File: config.mk
export PLATFORM = sky130hd
export DESIGN_NAME = unified_mem_arbiter_flat
export DESIGN_NICKNAME = d
export VERILOG_FILES = /design/src/rtl/unified_mem_arbiter_if.sv /design/src/rtl/unified_mem_arbiter.sv /design/src/flat_wrapper.sv
export SDC_FILE = /design/constraint.sdc
export NUM_CORES = 1
export LEC_CHECK = 0
export ABC_CLOCK_PERIOD_IN_PS = 2300
export CAP_MARGIN = 10
export CELL_PAD_IN_SITES_DETAIL_PLACEMENT = 0
export CELL_PAD_IN_SITES_GLOBAL_PLACEMENT = 1
export CORE_MARGIN = 2
export CORE_UTILIZATION = 26
export CTS_CLUSTER_DIAMETER = 40
export CTS_CLUSTER_SIZE = 12
export DETAILED_ROUTE_END_ITERATION = 8
export GPL_ROUTABILITY_DRIVEN = 0
export GPL_TIMING_DRIVEN = 0
export PLACE_DENSITY_LB_ADDON = 0.1
export SETUP_SLACK_MARGIN = 0.5
export SLEW_MARGIN = 10
export SYNTH_ARGS = -nofsm -noshare
export SYNTH_HDL_FRONTEND = slang
export SYNTH_SLANG_ARGS = --single-unit
File: constraint.sdc
create_clock -name clk -period 2.3 [get_ports clk]
set_input_delay 0.575 -clock clk [delete_from_list [all_inputs] [get_ports clk]]
set_output_delay 0.575 -clock clk [all_outputs]
set_load 0.02 [all_outputs]
File: src/rtl/unified_mem_arbiter_if.sv
// Bundle of fetch-stage, memory-stage and external-memory signals around the
// unified memory arbiter. slave = arbiter view, master = environment view.
interface unified_mem_arbiter_if #(
  parameter int ADDR_WIDTH = 32,
  parameter int DATA_WIDTH = 32
);
  logic                  if_req;
  logic [ADDR_WIDTH-1:0] if_addr;
  logic                  if_flush;
  logic                  if_ready;
  logic [DATA_WIDTH-1:0] if_rdata;

  logic                  dm_req;
  logic                  dm_we;
  logic [1:0]            dm_size;
  logic [ADDR_WIDTH-1:0] dm_addr;
  logic [DATA_WIDTH-1:0] dm_wdata;
  logic                  dm_ready;
  logic [DATA_WIDTH-1:0] dm_rdata;

  logic                  mem_req;
  logic                  mem_we;
  logic [1:0]            mem_size;
  logic [ADDR_WIDTH-1:0] mem_addr;
  logic [DATA_WIDTH-1:0] mem_wdata;
  logic                  mem_ack;
  logic [DATA_WIDTH-1:0] mem_rdata;

  logic                  stall_if;
  logic                  stall_mem;

  modport slave (
    input  if_req, if_addr, if_flush,
    input  dm_req, dm_we, dm_size, dm_addr, dm_wdata,
    input  mem_ack, mem_rdata,
    output if_ready, if_rdata, dm_ready, dm_rdata,
    output mem_req, mem_we, mem_size, mem_addr, mem_wdata,
    output stall_if, stall_mem
  );

  modport master (
    output if_req, if_addr, if_flush,
    output dm_req, dm_we, dm_size, dm_addr, dm_wdata,
    output mem_ack, mem_rdata,
    input  if_ready, if_rdata, dm_ready, dm_rdata,
    input  mem_req, mem_we, mem_size, mem_addr, mem_wdata,
    input  stall_if, stall_mem
  );
endinterface

File: src/rtl/unified_mem_arbiter.sv
// Arbitrates the single unified memory port between fetch and memory stages,
// holding each granted request until mem_ack and producing the stage stalls.
module unified_mem_arbiter #(
  parameter int ADDR_WIDTH = 32,
  parameter int DATA_WIDTH = 32
) (
  input  logic                    clk,
  input  logic                    rst_n,
  unified_mem_arbiter_if.slave    bus
);
  typedef enum logic [1:0] {IDLE = 2'd0, FETCH = 2'd1, DATA = 2'd2} state_t;

  typedef struct packed {
    logic                  we;
    logic [1:0]            size;
    logic [ADDR_WIDTH-1:0] addr;
    logic [DATA_WIDTH-1:0] wdata;
  } mem_req_t;

  state_t   state_q, state_d;
  logic     fetch_next_q, fetch_next_d;
  logic     killed_q, killed_d;
  mem_req_t req_q, req_d;
  logic     if_ready, dm_ready;
  logic     grant_data, grant_fetch;

  // Data wins a tie unless the last data completion left a fetch waiting.
  assign grant_data  = bus.dm_req & (~bus.if_req | ~fetch_next_q);
  assign grant_fetch = bus.if_req & ~grant_data;

  always_ff @(posedge clk or negedge rst_n) begin
    if (!rst_n) begin
      state_q      <= IDLE;
      fetch_next_q <= 1'b0;
      killed_q     <= 1'b0;
      req_q        <= '0;
    end else begin
      state_q      <= state_d;
      fetch_next_q <= fetch_next_d;
      killed_q     <= killed_d;
      req_q        <= req_d;
    end
  end

  always_comb begin
    state_d      = state_q;
    fetch_next_d = fetch_next_q;
    killed_d     = killed_q;
    req_d        = req_q;
    if_ready     = 1'b0;
    dm_ready     = 1'b0;
    unique case (state_q)
      IDLE: begin
        if (grant_data) begin
          state_d = DATA;
          req_d   = '{we: bus.dm_we, size: bus.dm_size, addr: bus.dm_addr, wdata: bus.dm_wdata};
        end else if (grant_fetch) begin
          state_d      = FETCH;
          req_d        = '{we: 1'b0, size: 2'b00, addr: bus.if_addr, wdata: '0};
          fetch_next_d = 1'b0;
          killed_d     = bus.if_flush;
        end
      end
      FETCH: begin
        if (bus.if_flush) killed_d = 1'b1;
        // A flush landing on the ack cycle must also swallow that pulse.
        if (bus.mem_ack) begin
          if_ready = ~(killed_q | bus.if_flush);
          state_d  = IDLE;
          killed_d = 1'b0;
        end
      end
      DATA: begin
        if (bus.mem_ack) begin
          dm_ready = 1'b1;
          state_d  = IDLE;
          killed_d = 1'b0;
          if (bus.if_req) fetch_next_d = 1'b1;
        end
      end
      default: state_d = IDLE;
    endcase
  end

  assign bus.mem_req   = (state_q != IDLE);
  assign bus.mem_we    = req_q.we;
  assign bus.mem_size  = req_q.size;
  assign bus.mem_addr  = req_q.addr;
  assign bus.mem_wdata = req_q.wdata;

  assign bus.if_ready  = if_ready;
  assign bus.dm_ready  = dm_ready;
  assign bus.if_rdata  = bus.mem_rdata;
  assign bus.dm_rdata  = bus.mem_rdata;

  assign bus.stall_if  = bus.if_req & ~if_ready;
  assign bus.stall_mem = bus.dm_req & ~dm_ready;
endmodule

File: src/flat_wrapper.sv
// flat-port wrapper written by rule: the top's interface ports become plain ports
module unified_mem_arbiter_flat 
#(
  parameter int ADDR_WIDTH = 32,
  parameter int DATA_WIDTH = 32
)
  (clk, rst_n, bus_if_req, bus_if_addr, bus_if_flush, bus_dm_req, bus_dm_we, bus_dm_size, bus_dm_addr, bus_dm_wdata, bus_mem_ack, bus_mem_rdata, bus_if_ready, bus_if_rdata, bus_dm_ready, bus_dm_rdata, bus_mem_req, bus_mem_we, bus_mem_size, bus_mem_addr, bus_mem_wdata, bus_stall_if, bus_stall_mem);
  unified_mem_arbiter_if #(.ADDR_WIDTH(ADDR_WIDTH), .DATA_WIDTH(DATA_WIDTH)) bus_i ();
  input  logic clk;
  input  logic rst_n;
  input wire logic [$bits(bus_i.if_req)-1:0] bus_if_req;
  input wire logic [$bits(bus_i.if_addr)-1:0] bus_if_addr;
  input wire logic [$bits(bus_i.if_flush)-1:0] bus_if_flush;
  input wire logic [$bits(bus_i.dm_req)-1:0] bus_dm_req;
  input wire logic [$bits(bus_i.dm_we)-1:0] bus_dm_we;
  input wire logic [$bits(bus_i.dm_size)-1:0] bus_dm_size;
  input wire logic [$bits(bus_i.dm_addr)-1:0] bus_dm_addr;
  input wire logic [$bits(bus_i.dm_wdata)-1:0] bus_dm_wdata;
  input wire logic [$bits(bus_i.mem_ack)-1:0] bus_mem_ack;
  input wire logic [$bits(bus_i.mem_rdata)-1:0] bus_mem_rdata;
  output wire logic [$bits(bus_i.if_ready)-1:0] bus_if_ready;
  output wire logic [$bits(bus_i.if_rdata)-1:0] bus_if_rdata;
  output wire logic [$bits(bus_i.dm_ready)-1:0] bus_dm_ready;
  output wire logic [$bits(bus_i.dm_rdata)-1:0] bus_dm_rdata;
  output wire logic [$bits(bus_i.mem_req)-1:0] bus_mem_req;
  output wire logic [$bits(bus_i.mem_we)-1:0] bus_mem_we;
  output wire logic [$bits(bus_i.mem_size)-1:0] bus_mem_size;
  output wire logic [$bits(bus_i.mem_addr)-1:0] bus_mem_addr;
  output wire logic [$bits(bus_i.mem_wdata)-1:0] bus_mem_wdata;
  output wire logic [$bits(bus_i.stall_if)-1:0] bus_stall_if;
  output wire logic [$bits(bus_i.stall_mem)-1:0] bus_stall_mem;
  assign bus_i.if_req = bus_if_req;
  assign bus_i.if_addr = bus_if_addr;
  assign bus_i.if_flush = bus_if_flush;
  assign bus_i.dm_req = bus_dm_req;
  assign bus_i.dm_we = bus_dm_we;
  assign bus_i.dm_size = bus_dm_size;
  assign bus_i.dm_addr = bus_dm_addr;
  assign bus_i.dm_wdata = bus_dm_wdata;
  assign bus_i.mem_ack = bus_mem_ack;
  assign bus_i.mem_rdata = bus_mem_rdata;
  assign bus_if_ready = bus_i.if_ready;
  assign bus_if_rdata = bus_i.if_rdata;
  assign bus_dm_ready = bus_i.dm_ready;
  assign bus_dm_rdata = bus_i.dm_rdata;
  assign bus_mem_req = bus_i.mem_req;
  assign bus_mem_we = bus_i.mem_we;
  assign bus_mem_size = bus_i.mem_size;
  assign bus_mem_addr = bus_i.mem_addr;
  assign bus_mem_wdata = bus_i.mem_wdata;
  assign bus_stall_if = bus_i.stall_if;
  assign bus_stall_mem = bus_i.stall_mem;
  unified_mem_arbiter #(.ADDR_WIDTH(ADDR_WIDTH), .DATA_WIDTH(DATA_WIDTH)) u_core (.clk(clk), .rst_n(rst_n), .bus(bus_i));
endmodule
## Word level (Yosys, flattened, before mapping)

Cells that the tools add are included.

- Bits in registers: 71
- Input port bits: 137
- Output and inout port bits: 136
- Logic and storage cells: 59

- Equal/unequal tests: 9
- Mux-type cells: 21
- Bitwise gates (word level): 12
- Reduce and logical (&&, ||, !) cells: 10

Operators by type and width:

| kind | count |
|---|---|
| $mux W67 | 2 |
| $mux W1 | 13 |
| $reduce_and A5 Y1 | 2 |
| $mux W2 | 3 |
| $ne A2 B2 Y1 const B | 3 |
| $not A1 Y1 | 6 |
| $reduce_bool A2 Y1 | 3 |
| $and A1 B1 Y1 | 4 |
| $ne A2 B1 Y1 const B | 2 |
| $pmux W2 S2 | 1 |
| $reduce_and A2 Y1 | 2 |
| $ne A3 B1 Y1 const B | 1 |
| $ne A3 B3 Y1 const B | 1 |
| $pmux W1 S3 | 1 |
| $reduce_bool A3 Y1 | 1 |
| $eq A2 B1 Y1 const B | 1 |
| $eq A2 B2 Y1 const B | 1 |
| $logic_not A2 Y1 | 1 |
| $or A1 B1 Y1 | 2 |
| $pmux W1 S2 | 1 |
| $reduce_or A2 Y1 | 1 |

## Longest topological paths before layout

- Depth in word-level cells: 8
- Depth in mapped cells: 7
- Mapped depth without buffers: 6

## Worst setup path before layout

OpenSTA, ideal clock, no wires.

- Kind: reg-to-output
- Start: reg u_core.state_q[1]
- End: out bus_stall_if
- Arrival: 1.803 ns
- Required time: 1.725 ns
- Slack: -0.078 ns
- Stages on the path, launching flop included: 6
- Buffers on the path: 0
- Cells stage by stage: dfrtp_1 inv_1 ha_1 inv_1 nor4b_1 nor2_1

- Cells in the longest elaborated chain, start to end: 4

RTL lines:

| item | RTL line | source |
|---|---|---|
| start, declared | unified_mem_arbiter.sv:20 | `state_t state_q, state_d;` |
| start signal, assigned | unified_mem_arbiter.sv:38 | `state_q <= state_d;` |
| $eq A2 B1 Y1 | unified_mem_arbiter.sv:52 | `unique case (state_q)` |
| $mux W1 | unified_mem_arbiter.sv:52 |  |
| net bus_if_ready | flat_wrapper.sv:21 | `output wire logic [$bits(bus_i.if_ready)-1:0] bus_if_ready;` |
| $not A1 Y1 | unified_mem_arbiter.sv:96 | `assign bus.stall_if = bus.if_req & ~if_ready;` |
| $and A1 B1 Y1 | unified_mem_arbiter.sv:96 |  |
| end, declared | flat_wrapper.sv:30 | `output wire logic [$bits(bus_i.stall_if)-1:0] bus_stall_if;` |

The timed path passes the listed nets, and every way through them passes these cells.

## Worst setup path in the final report

- Start: reg u_core.state_q[1]
- End: out bus_if_ready

- Cells in the longest elaborated chain, start to end: 2

RTL lines:

| item | RTL line |
|---|---|
| $eq A2 B1 Y1 | unified_mem_arbiter.sv:52 |
| $mux W1 | unified_mem_arbiter.sv:52 |
| end, declared | flat_wrapper.sv:21 |

No other way between the ends.

==> reports/metrics.cfg <==
[sta]
slew_violations=0
setup_viol=0
min_period_over_period_pct=90.8
grt_setup_unrepaired=yes
fmax_mhz=479
setup_ws_ns=0.211
tightest_slew_ns=0.507
period_needed_ns=2.09
finClkSkew_ns=0.00717
whs_ns=0.169
slew_headroom_pct=66.2
hold_viol=0

[grt]
grt_start_max_net_pins=46
grt_overflow=0
track_usage_pct=15.2
grt_pass1_vias=3318
grt_pass1_wl_um=17600
antenna_found_initial=0

[yosys]
synth.yosys.warnings=0
syn-mean-instance-area_um2=10.9
syn_inst=324
netlist_area_um2=3540
ys_ff_latch=71
syn-num-nets=465
synth_area_leaders=dfrtp_1, buf_4, mux2i_1
synth_cell_types=26
ys_seq_area_share_pct=50.2
synth_top_area_cell=dfrtp_1
yosysTopAreaCellShare_pct=50.2

[worst_setup_path]
reg2reg_from=u_core.state_q[0]$_DFFE_PN0P_
worstPathArrival_ns=1.51
cp_common_cell=inv_2
r2r-end=u_core.bus.mem_wdata[17]$_DFFE_PN0P_
reg2reg_depth=6
rrSetupSlack_ns=0.63
end_kind=output pin
required_ns=1.73
cp_cell_sequence=inv_2 > ha_4 > inv_2 > nor4b_4 > buf_4
slowest_delay_ns=0.40
crit_fanout=2
critPathKind=reg -> out
cp-start-kind=register
crit_slowest_cell=dfrtp_1

[cells_and_area]
stdcell_area_um2=6440
drive_gt1_share_pct=19.5
area_growth_pct=82.0
diodes=0
fin_util_pct=48.6
fin_nets=721
instances_no_fill=761

[pwr]
internal-power_uw=4240
pwr-share-comb_pct=47.3
pwr-share-clk_pct=22.2
switchingPower_uw=2670
ir_drop_uv=556
leakagePower_uw=0.00320
p_seq_share_pct=30.5
pwr_density_cell_nw_per_um2=1070
sw_frac_of_total_pct=38.7

[routing]
antenna_left=0
drt_first_pass_iters=4
wirelength_um=11200
via_count=3240
drtIter0Drc=125
vias_per_cell=4.26
wl_per_cell_um=14.8
drc=0

[floorplanning]
rows=42
die_y_um=121
core_um2=13200
fp.dieW_um=121
initial_utilization_pct=26.7
num_io_pins=273
dieArea_um2=14600

[cts]
clk_pin_slew_worst_paths_ns=0.06
cts_tree=done
cts_hold_buf=0
root_buffer=clkbuf_16
cts_buffers=9
insertion_delay_ns=0.33
cts-htree-levels=3
cts.sinks=71
cts_buffer_depth=2

[placed_design]
portBuffers=240
dp_hpwl_um=8870
post-place-ws_ns=-0.353
dp_cells=741
placed_area_um2=6210

[job]
cap_violations=0

[status]
status=finished, final reports clean

[min_path]
holdCritPathClass=in -> async

==> placed cells by master, fill, tap and decap left out, types with 2 or more instances in the layout <==
cell type        count
nand2b_1             2
ha_2                 2
inv_2                2
mux2i_1             32
clkbuf_1             7
clkinvlp_4           2
nand2_1             34
dfrtp_1             70
and2_4               2
clkdlybuf4s50_1     99
inv_1                5
nor2_1               3
clkbuf_16            9
a21oi_1              4
clkbuf_8             2
dlygate4sd2_1      135
o21ai_0             36
bufinv_16            2
buf_4               71
buf_6                9
buf_2                2
a22o_1              35
==> critical path: cells and delay by family (launching register included) <==
kind / cells / cell delay, ns
DFF: 1 / 0.40
buffers and inverters: 3 / 0.33
and+or+nand+nor: 1 / 0.31
adders and majority gates: 1 / 0.15
==> registers in the layout, summed over array words and instances, names as in the netlist <==
signal,flops
u_core.state_q,2
u_core.bus.mem_addr,32
u_core.fetch_next_q,1
u_core.bus.mem_we,1
u_core.bus.mem_size,2
u_core.killed_q,1
u_core.bus.mem_wdata,32
==> cell type report <==
cell class / instances / area [µm²]
tap: 176 / 220
timing repair buffer: 245 / 2300
clock buffer: 11 / 253
multi-input combinational: 164 / 1180
sequential: 71 / 1780
fill: 1312 / 6800
buffer: 82 / 607
clock inverter: 5 / 80.1
inverter: 7 / 26.3
==> per-stage QoR <==
stage | total power [µW] | setup TNS (ns)
after floorplan | 3960 | 0
after global placement | 5730 | -137.37
after detailed placement | 5780 | -4.13
after CTS | 7000 | 0
after global routing | 7370 | 0
final | 6910 | 0
==> timing repair <==
| action | in CTS | in global routing |
|---|---|---|
| buffers inserted | 4 | 0 |
| pin swaps | 3 | 2 |
| resized for setup | 167 | 3 |
| setup endpoints to repair | 203 | 28 |
==> how the worst max path moves through the flow <==
| stage | from | endpoint | slack [ns] |
|---|---|---|---|
| final | u_core.state_q[1]$_DFFE_PN0P_ | bus_if_ready | 0.21 |
| after floorplan | u_core.state_q[1]$_DFFE_PN0P_ | bus_stall_if | 0.47 |
| after CTS | u_core.state_q[0]$_DFFE_PN0P_ | bus_if_ready | 0.17 |
| after global placement | rst_n | u_core.bus.mem_wdata[4]$_DFFE_PN0P_ | -1.86 |
| after global routing | u_core.state_q[1]$_DFFE_PN0P_ | bus_stall_if | 0.14 |
| after detailed placement | bus_if_flush | bus_if_ready | -0.35 |
==> power by group through the flow <==
stage	Clock [µW]	Sequential, µW	Combinational [µW]
finish	1530	2110	3270
global route	1630	2190	3560
floorplan	0	2780	1190
CTS	1570	2110	3310
global placement	0	2120	3600
detailed placement	0	2140	3650
==> cell usage after synthesis <==
cell / instances
o2bb2ai_1: 1
a22o_1: 35
buf_2: 2
nor2b_1: 2
nand3_1: 1
o21bai_1: 1
a22oi_1: 1
buf_4: 65
a21oi_1: 4
a31oi_1: 1
a21boi_2: 1
nand2b_1: 2
nor4b_1: 1
ha_1: 4
and2_1: 1
o21ai_2: 1
and2_4: 1
nor2_1: 4
clkbuf_1: 8
nor3_1: 1
o21ai_0: 36
buf_6: 7
inv_1: 7
mux2i_1: 32
dfrtp_1: 71
nand2_1: 34
==> kinds of logic after synthesis <==
group	count (synthesis)	share of synthesized area (%)
AO/OA/AOI/OAI	81	15.7
adder cells (fa/ha/maj)	4	1.41
buffers and inverters	89	17.9
flip-flops	71	50.2
multiplexers	32	9.05
AND/OR/NAND/NOR	47	5.69
==> layer usage <==
layer / vias to the layer above / global-route usage (%) / wire, µm
li1: 1567 / - / -
met1: 1490 / 18.7 / 4650
met3: 8 / 6.70 / 1330
met5: - / 0 / 0
met4: 0 / 4.29 / 107
met2: 175 / 24.3 / 5150
(Power assumes the default switching activity.)
